File: config.mk
export PLATFORM = sky130hd
export DESIGN_NAME = memory_arbiter
export DESIGN_NICKNAME = d
export VERILOG_FILES = /design/src/rtl/memory_arbiter_pkg.sv /design/src/rtl/memory_arbiter_arb_grant2.sv /design/src/rtl/memory_arbiter.sv
export SDC_FILE = /design/constraint.sdc
export NUM_CORES = 1
export LEC_CHECK = 0
export ABC_AREA = 1
export CELL_PAD_IN_SITES_DETAIL_PLACEMENT = 1
export CELL_PAD_IN_SITES_GLOBAL_PLACEMENT = 2
export CORE_UTILIZATION = 23
export CTS_CLUSTER_SIZE = 14
export DETAILED_ROUTE_END_ITERATION = 10
export PLACE_DENSITY = 0.9
export RECOVER_POWER = 50
export SETUP_SLACK_MARGIN = 0.3
export SLEW_MARGIN = 20
export SYNTH_ARGS = -nofsm -noshare
export SYNTH_HDL_FRONTEND = slang
export SYNTH_SLANG_ARGS = --single-unit
File: constraint.sdc
create_clock -name clk -period 3.86 [get_ports clk]
set_input_delay 0.772 -clock clk [delete_from_list [all_inputs] [get_ports clk]]
set_output_delay 0.772 -clock clk [all_outputs]
set_load 0.02 [all_outputs]
File: src/rtl/memory_arbiter_pkg.sv
// memory_arbiter_pkg: shared memory command encoding plus arbiter-local states and port ids
package memory_const;
  localparam logic [2:0] MEMORY_CMD_NOP   = 3'd0;
  localparam logic [2:0] MEMORY_CMD_READ  = 3'd1;
  localparam logic [2:0] MEMORY_CMD_WRITE = 3'd2;
endpackage

package memory_arbiter_pkg;
  typedef enum logic [1:0] {IDLE, ISSUE, WAIT_READ} state_t;
  typedef enum logic {INST = 1'b0, DATA = 1'b1} port_t;
endpackage

File: src/rtl/memory_arbiter_arb_grant2.sv
// arb_grant2: combinational two-way grant between instruction and data requests
module arb_grant2
  import memory_arbiter_pkg::*;
#(
  parameter bit ROUND_ROBIN = 1'b1
) (
  input  logic  i_req,
  input  logic  d_req,
  input  port_t last_grant,
  output port_t grant
);
  always_comb
    grant = (i_req && d_req) ? (ROUND_ROBIN ? (last_grant == INST ? DATA : INST) : DATA)
                             : (d_req ? DATA : INST);
endmodule

File: src/rtl/memory_arbiter.sv
// memory_arbiter: shares one memory command port between instruction fetch and the data stage
module memory_arbiter
  import memory_const::*;
  import memory_arbiter_pkg::*;
#(
  parameter bit ROUND_ROBIN = 1'b1
) (
  input  logic        clk,
  input  logic        reset,
  input  logic [2:0]  i_cmd,
  output logic        i_cmd_ready,
  input  logic [31:0] i_addr,
  output logic [31:0] i_rdata,
  output logic        i_rdata_valid,
  input  logic [2:0]  d_cmd,
  output logic        d_cmd_ready,
  input  logic [31:0] d_addr,
  input  logic [31:0] d_wdata,
  input  logic [31:0] d_wmask,
  output logic [31:0] d_rdata,
  output logic        d_rdata_valid,
  output logic [2:0]  mem_cmd,
  input  logic        mem_cmd_ready,
  output logic [31:0] mem_addr,
  output logic [31:0] mem_wdata,
  output logic [31:0] mem_wmask,
  input  logic [31:0] mem_rdata,
  input  logic        mem_rdata_valid
);
  state_t      state, state_n;
  port_t       owner, last_grant, grant;
  logic [2:0]  cmd_q;
  logic [31:0] addr_q, wdata_q, wmask_q;
  logic        i_req, d_req, any_req, accept;

  arb_grant2 #(.ROUND_ROBIN(ROUND_ROBIN)) u_grant (
    .i_req(i_req),
    .d_req(d_req),
    .last_grant(last_grant),
    .grant(grant)
  );

  // instruction writes are illegal and simply never count as a request
  always_comb begin
    i_req       = i_cmd == MEMORY_CMD_READ;
    d_req       = d_cmd != MEMORY_CMD_NOP;
    any_req     = i_req || d_req;
    accept      = state == IDLE && any_req;
    i_cmd_ready = state == IDLE && (!any_req || grant == INST);
    d_cmd_ready = state == IDLE && (!any_req || grant == DATA);
    mem_cmd     = state == ISSUE ? cmd_q : MEMORY_CMD_NOP;
    mem_addr    = addr_q;
    mem_wdata   = wdata_q;
    mem_wmask   = wmask_q;
    state_n     = state == IDLE      ? (accept ? ISSUE : IDLE) :
                  state == ISSUE     ? (!mem_cmd_ready ? ISSUE :
                                        cmd_q == MEMORY_CMD_WRITE ? IDLE : WAIT_READ) :
                  state == WAIT_READ ? (mem_rdata_valid ? IDLE : WAIT_READ) : IDLE;
  end

  always_ff @(posedge clk) begin
    if (reset) begin
      state         <= IDLE;
      owner         <= INST;
      last_grant    <= INST;
      cmd_q         <= MEMORY_CMD_NOP;
      addr_q        <= '0;
      wdata_q       <= '0;
      wmask_q       <= '0;
      i_rdata       <= '0;
      d_rdata       <= '0;
      i_rdata_valid <= 1'b0;
      d_rdata_valid <= 1'b0;
    end else begin
      state         <= state_n;
      i_rdata_valid <= 1'b0;
      d_rdata_valid <= 1'b0;
      if (accept) begin
        cmd_q      <= grant == DATA ? d_cmd : MEMORY_CMD_READ;
        addr_q     <= grant == DATA ? d_addr : i_addr;
        wdata_q    <= grant == DATA ? d_wdata : '0;
        wmask_q    <= grant == DATA ? d_wmask : '0;
        owner      <= grant;
        last_grant <= grant;
      end
      if (state == WAIT_READ && mem_rdata_valid) begin
        if (owner == DATA) begin
          d_rdata       <= mem_rdata;
          d_rdata_valid <= 1'b1;
        end else begin
          i_rdata       <= mem_rdata;
          i_rdata_valid <= 1'b1;
        end
      end
    end
  end
endmodule

==> results of run 1 <==
## cells in the mapped netlist, drive strengths merged
master	number
dfxtp	168
nor2	280
inv	174
a21oi	133
nand2	74
nand3	133
a31oi	1
buf	44
clkbuf	38
nor3	1
nand4	1
o21ai	64
## final timing paths
path                                     to  slack (ns)
worst min register to register  d_rdata[21]        0.44
worst min-delay path            d_rdata[21]        0.44
worst max register to register   d_rdata[3]        1.04
worst max-delay path            i_cmd_ready        0.60
## registers in the layout, indices dropped and copies added, names as in the netlist
name	flops
cmd_q	3
d_rdata	32
d_rdata_valid	1
i_rdata	32
i_rdata_valid	1
last_grant	1
mem_addr	32
mem_wdata	32
mem_wmask	32
state	2
## layer usage
layer | track usage, % | part of all wire (%) | vias to the layer above
li1 | - | - | 4022
met1 | 20.02 | 42 | 3720
met2 | 28.97 | 48 | 236
met3 | 5.937 | 7.4 | 26
met4 | 5.932 | 1.8 | 0
met5 | 0 | 0 | -
## cells by family after synthesis
family	share of synthesized area (%)
and+or+nand+nor	27.23
AOI/OAI and AO/OA	13.50
DFF	45.24
buffers and inverters	14.04
## final cells by class
| cell class | count | area [µm²] |
|---|---|---|
| Antenna cell | 2 | 5.005 |
| Inverter | 174 | 653.1 |
| Clock buffer | 22 | 484.2 |
| Clock inverter | 10 | 83.83 |
| Multi-Input combinational cell | 687 | 3054 |
| Sequential cell | 168 | 3363 |
| Tap cell | 402 | 503.0 |
| Fill cell | 3923 | 20090 |
| Timing Repair Buffer | 350 | 3482 |
## power by group through the flow
stage | Sequential [µW] | Combinational (µW) | Clock (µW)
global placement | 1960 | 1140 | 0
CTS | 1930 | 1160 | 1750
floorplan | 2100 | 444 | 0
global route | 1940 | 1220 | 1810
finish | 1920 | 1100 | 1670
detailed placement | 1960 | 1150 | 0
## worst max-delay path, stage by stage
cell and delay, ns:
clkdlybuf4s50_1 0.45, nor2_1 0.19, nand2_4 0.06, nand2_1 0.15
inv_1 0.07, nor2_1 0.11, clkdlybuf4s50_1 0.67
## placed cells by master, fill, tap and decap left out
cell type        instances
nor2_1                 277
clkdlybuf4s50_1        194
inv_1                  170
dfxtp_1                168
dlygate4sd3_1          141
nand3_1                133
a21oi_1                132
nand2_1                 71
o21ai_0                 60
clkbuf_16               17
buf_4                   13
inv_2                    4
o21ai_1                  4
clkbuf_8                 4
clkinv_4                 3
inv_6                    3
diode_2                  2
nand2_4                  2
nor2_2                   2
clkinvlp_4               2
nand4_4                  1
nand2_2                  1
nor2_4                   1
a21oi_4                  1
nor3_1                   1
a31oi_1                  1
clkinv_2                 1
clkbuf_1                 1
inv_8                    1
buf_12                   1
buf_6                    1
## through the flow
stage	hold slack, ns	instance area (µm²)	util, %
finish	0.4439	11630	36.66
global route	0.4553	11630	36.65
CTS	0.4492	11620	36.65
detailed placement	0.4390	11060	34.86
global placement	0.4309	11060	34.86
floorplan	0.4909	7435	-
==> results.md, run 1 <==
- CTS tree: yes
- Worst-skew pair later-pin latency: roughly 0.43 ns
- Dpl hpwl: ~19000 µm
- Leakage power: 0.005279 µW
- Endpoints failing setup: 0
- Syn_nets: about 1300
- Minimum clock period: 3.262 ns
- Crit Path Class: input port to output pin
- Placed insts: ~1800
- Synth warnings: 0
- Slew Limit Fails: 50
- Layout cell share with drive strength beyond 1: between 4 and 5%
- Pre-antenna DRT Iters: 4
- Routed Antenna Nets: 0
- Horiz. Die Dim: between 150 and 200 µm
- Required @ worst endpoint: 3.09 ns
- Total Wirelength: roughly 28000 µm
- Internal power: between 3000 and 4000 µW
- Syn_area_per_cell: about 6.7 µm²
- Core area: 31720 µm²
- CTS Buffer Depth: 2
- Sequential share of power: 40.9%
- Area Growth Syn to Fin: 56.41%
- Vias post-DR: around 8000
- Total power: about 4700 µW
- Mapped Cells: 1111
- Largest net degree at the start of global routing: 99
- Vert. Die Dim: between 150 and 200 µm
- TNS Setup: 0 ns
- Clock transition at path regs: roughly 0.070 ns
- Initial Utilization: between 20% and 30%
- Initial DRC Count: 306
- Clock sink total: between 150 and 200
- PwrDens: ~400 nW/µm²
- Die ar.: roughly 33000 µm²
- Setup WS post-layout: between 0.5 and 0.6 ns
- Global-route wire length before repair: between 40000 and 50000 µm
- Worst hold path stage count: 2
- Ranking of synthesized cells by area: dfxtp_1 45%, nor2_1 14%, nand3_1 9.0%
- CTS HTree Levels: 4
- Initial antenna violation count: 2
- Rel. slew slack: -17.06%
- WP data arrival: about 2.5 ns
- Power share of the combinational group: a little under a quarter
- Reg2Reg Depth: 6
- Top-area cell type share of the netlist area: 45.24%
- # nets final: 1568
- Library cells used by synthesis: 20
- Fin Clk Skew: about 0.013 ns
- CTS root buffer: clkbuf_16
- Max-Cap Viols: 1
- CTS Hold Bufs: 0
- Grt total ovfl: 0
- Via/cell ratio: around 4.4
- Drt wl/cell: about 16 µm
- Drt drc: 0
- RSZ-0062 raised after global routing: no
- NetSw: roughly 1400 µW
- Row count: 65
- Fin. Hold Viols: 0
- Clk pwr share: 35.6%
- Endpoint kind of the worst setup timing path: output pin
- Fmax: around 300 MHz
- Status: finished, violations left
- Worst r2r src: state[1]
- Post-Syn Area: about 7400 µm²
- Actual slew at the worst max-slew pin: 1.751 ns
- Failing checks: capacitance limit, slew limit
- Vias in the first global route: 8093
- Placer Congestion: approximately 0.73
- IO Count: about 340
- VDD IR-drop max: between 200 and 300 µV
- Post-CTS sizing: 0
- Switch share: 30.86%
- Non-Filler Instances: approximately 1800
- CTS Buf Count: 17
- Dpl ws: approximately 0.57 ns
- Postcts setup bufs: 0
- Yosys top cell by area: dfxtp_1
- Startpoint Class: input port
- Final period util: approximately 85%
- Post-synthesis register bit count: 168
- Worst min-delay path class: flop to flop
- Crit path max fanout: 4
- Min-delay src: d_rdata[21]
- Port Buf Inserts: between 300 and 400
- Post-synthesis sequential area ratio: a little under half
- Worst setup startpoint: d_cmd[2]
- Overall routing resource usage: between 15 and 20%
Power figures use the tool's default switching activity.
==> inputs of run 2 (changes only) <==
--- a/config.mk
+++ b/config.mk
@@ -8,10 +8,10 @@
 export ABC_AREA = 1
 export CELL_PAD_IN_SITES_DETAIL_PLACEMENT = 1
 export CELL_PAD_IN_SITES_GLOBAL_PLACEMENT = 2
-export CORE_UTILIZATION = 23
+export CORE_UTILIZATION = 19
 export CTS_CLUSTER_SIZE = 14
 export DETAILED_ROUTE_END_ITERATION = 10
-export PLACE_DENSITY = 0.9
+export PLACE_DENSITY = 0.8
 export RECOVER_POWER = 50
 export SETUP_SLACK_MARGIN = 0.3
 export SLEW_MARGIN = 20
==> constraint.sdc (replaced) <==
create_clock -name clk -period 2.7 [get_ports clk]
set_input_delay 0.54 -clock clk [delete_from_list [all_inputs] [get_ports clk]]
set_output_delay 0.54 -clock clk [all_outputs]
set_load 0.02 [all_outputs]
==> results.md, run 2 (synthesis gave the netlist of run 1 again) <==
- Status: complete, no violations
- CTS Buffer Depth: 2 (unchanged)
- Placer Congestion: 0.7252 (-1.2%)
- Worst hold path stage count: 2 (unchanged)
- Endpoint kind of the worst setup timing path: output pin
- Vias post-DR: 8086 (+1.0%)
- Clock sink total: 168 (unchanged)
- Setup WS post-layout: 0.3293 ns (-0.2690 ns)
- Crit Path Class: input port to output pin
- Die ar.: 39920 µm² (+21%)
- Commonest non-fill, non-tap cell in the layout: nor2_1
- Initial antenna violation count: 6 (+4)
- Max-Cap Viols: 0 (-1)
- Via/cell ratio: 4.157 (-5.7%)
- Port Buf Inserts: 336 (unchanged)
- Dpl hpwl: 20520 µm (+7.3%)
- Reg2Reg Depth: 6 (unchanged)
- CTS HTree Levels: 4 (unchanged)
- Clock transition at path regs: 0.06 ns (about the same)
- Largest net degree at the start of global routing: 104 (+5.1%)
- Core area: 38650 µm² (+22%)
- Area Growth Syn to Fin: 60.84%
- Min-delay src: d_rdata[15]
- Final design utilization: 30.94% (-5.7 points)
- Worst r2r src: state[1]
- Startpoint Class: input port
- Initial Utilization: 19.24% (-4.2 points)
- Minimum clock period: roughly 2.4 ns
- Leakage power: 0.005280 µW (about the same)
- RSZ-0062 raised after global routing: no
- Horiz. Die Dim: 199.8 µm (+9.9%)
- Routed Antenna Nets: 0 (unchanged)
- Drt wl/cell: 15.26 µm (-1.8%)
- Commonest non-fill, non-tap cells in the layout: 277 x nor2_1, 229 x clkdlybuf4s50_1, 170 x inv_1
- Filler Cell Count: 4724 (+20%)
- IO Count: 337 (unchanged)
- Fin. Hold Viols: 0 (unchanged)
- Global-route wire length before repair: 44930 µm (+1.4%)
- Crit path max fanout: 2 (-2)
- Pre-antenna DRT Iters: 4 (unchanged)
- CTS tree: yes
- Total Wirelength: 29680 µm (+5.3%)
- Endpoints failing setup: 0 (unchanged)
- Worst-skew pair later-pin latency: 0.45 ns (+0.02 ns)
- Layout cell share with drive strength beyond 1: 4.772% (+0.66 points)
- Overall routing resource usage: 14.77% (-2.3 points)
- Rel. slew slack: 21.06% (+38 points)
- CTS root buffer: clkbuf_16
- Worst setup startpoint: d_cmd[1]
- Grt total ovfl: 0 (unchanged)
- Slew Limit Fails: 0 (-100%)
- Final instance area: 11960 µm² (+2.8%)
- Worst min-delay path class: flop to flop
- Dpl ws: -0.1784 ns (-0.7481 ns)
- Area post-placement: 11380 µm² (+3.0%)
- Vert. Die Dim: 199.8 µm (+9.9%)
- Actual slew at the worst max-slew pin: 1.183 ns (-0.5683 ns)
- Row count: 72 (+11%)
- PwrDens: 584.5 nW/µm² (+45%)
- Required @ worst endpoint: 2.16 ns (-0.93 ns)
- Fin Clk Skew: 0.01226 ns (-0.0007622 ns)
- # nets final: 1584 (+1.0%)
- VDD IR-drop max: 378.9 µV (+33%)
- CTS Buf Count: 17 (unchanged)
- Final period util: a little under 90%
- Vias in the first global route: 8020 (-0.90%)
- WP data arrival: 1.83 ns (-0.66 ns)
- Postcts setup bufs: 0 (unchanged)
- Initial DRC Count: 206 (-33%)
- Fmax: 421.8 MHz
- Drt drc: 0 (unchanged)
## run 2: cell count changes in the layout (fill, tap and decap cells not counted), sizes merged
| cell | delta |
|---|---|
| bufinv | +3 |
| dlygate4sd2 | +3 |
| inv | -3 |
| clkinv | +2 |
| clkinvlp | -2 |
| clkbuf | +5 |
| dlygate4sd3 | -40 |
| buf | +11 |
| clkdlybuf4s50 | +35 |
## run 2: metal layers
metal / up-vias / routed length (µm) / GRT usage (%) / share of wire, %
li1: 4046 / - / - / -
met2: 222 / 14140 / 25.42 / 48
met4: 6 / 518 / 4.919 / 1.7
met3: 30 / 2556 / 5.880 / 8.6
met1: 3782 / 12440 / 16.53 / 42
met5: - / 37 / 0 / 0.12
## run 2: area by class of cell
class                   instances  area (µm²)  area share (%)
flip-flops and latches        168        3363           28.13
multi-input cells             687        3054           25.54
clock inverters                10       143.9           1.203
diodes                          2       5.005         0.04185
repair buffers                366        3623           30.30
clock buffers                  20       466.7           3.903
inverters                     174       653.1           5.462
well taps                     518       648.1           5.420
## run 2: where the power goes
group,total [µW],leakage (µW),internal [µW],switching (µW)
Combinational,1630,0.00360,726,905
Sequential,2750,0.00138,2660,90.8
Clock,2610,0.000302,1530,1090
## run 2: timing repair
action	in CTS	in global routing
hold endpoints to repair	0	0
gates resized for setup	11	3
endpoints found under the setup margin	5	1
hold buffers	0	0
## run 2: metrics by stage
step,TNS [ns],hold slack (ns),power [µW],instances
after floorplan,0,0.4909,3638,1111
after global placement,-0.2915,0.4307,4478,1913
after detailed placement,-0.5280,0.4364,4507,1913
after CTS,0,0.4474,7193,1943
after global routing,0,0.4632,7388,1944
final,0,0.4402,6990,1945
## run 2: path summary, 6_finish.rpt
check                endpoint  slack (ns)
setup / recovery  d_cmd_ready        0.33
hold / removal    d_rdata[15]        0.44
setup reg to reg  d_rdata[26]        0.53
hold reg to reg   d_rdata[15]        0.44
## run 2: worst max-delay path: stages
cell and delay (ns):
dlygate4sd3_1 0.60, inv_2 0.10, nand2_1 0.07, nor2_2 0.11
nand2_2 0.07, a21oi_1 0.13, buf_2 0.21
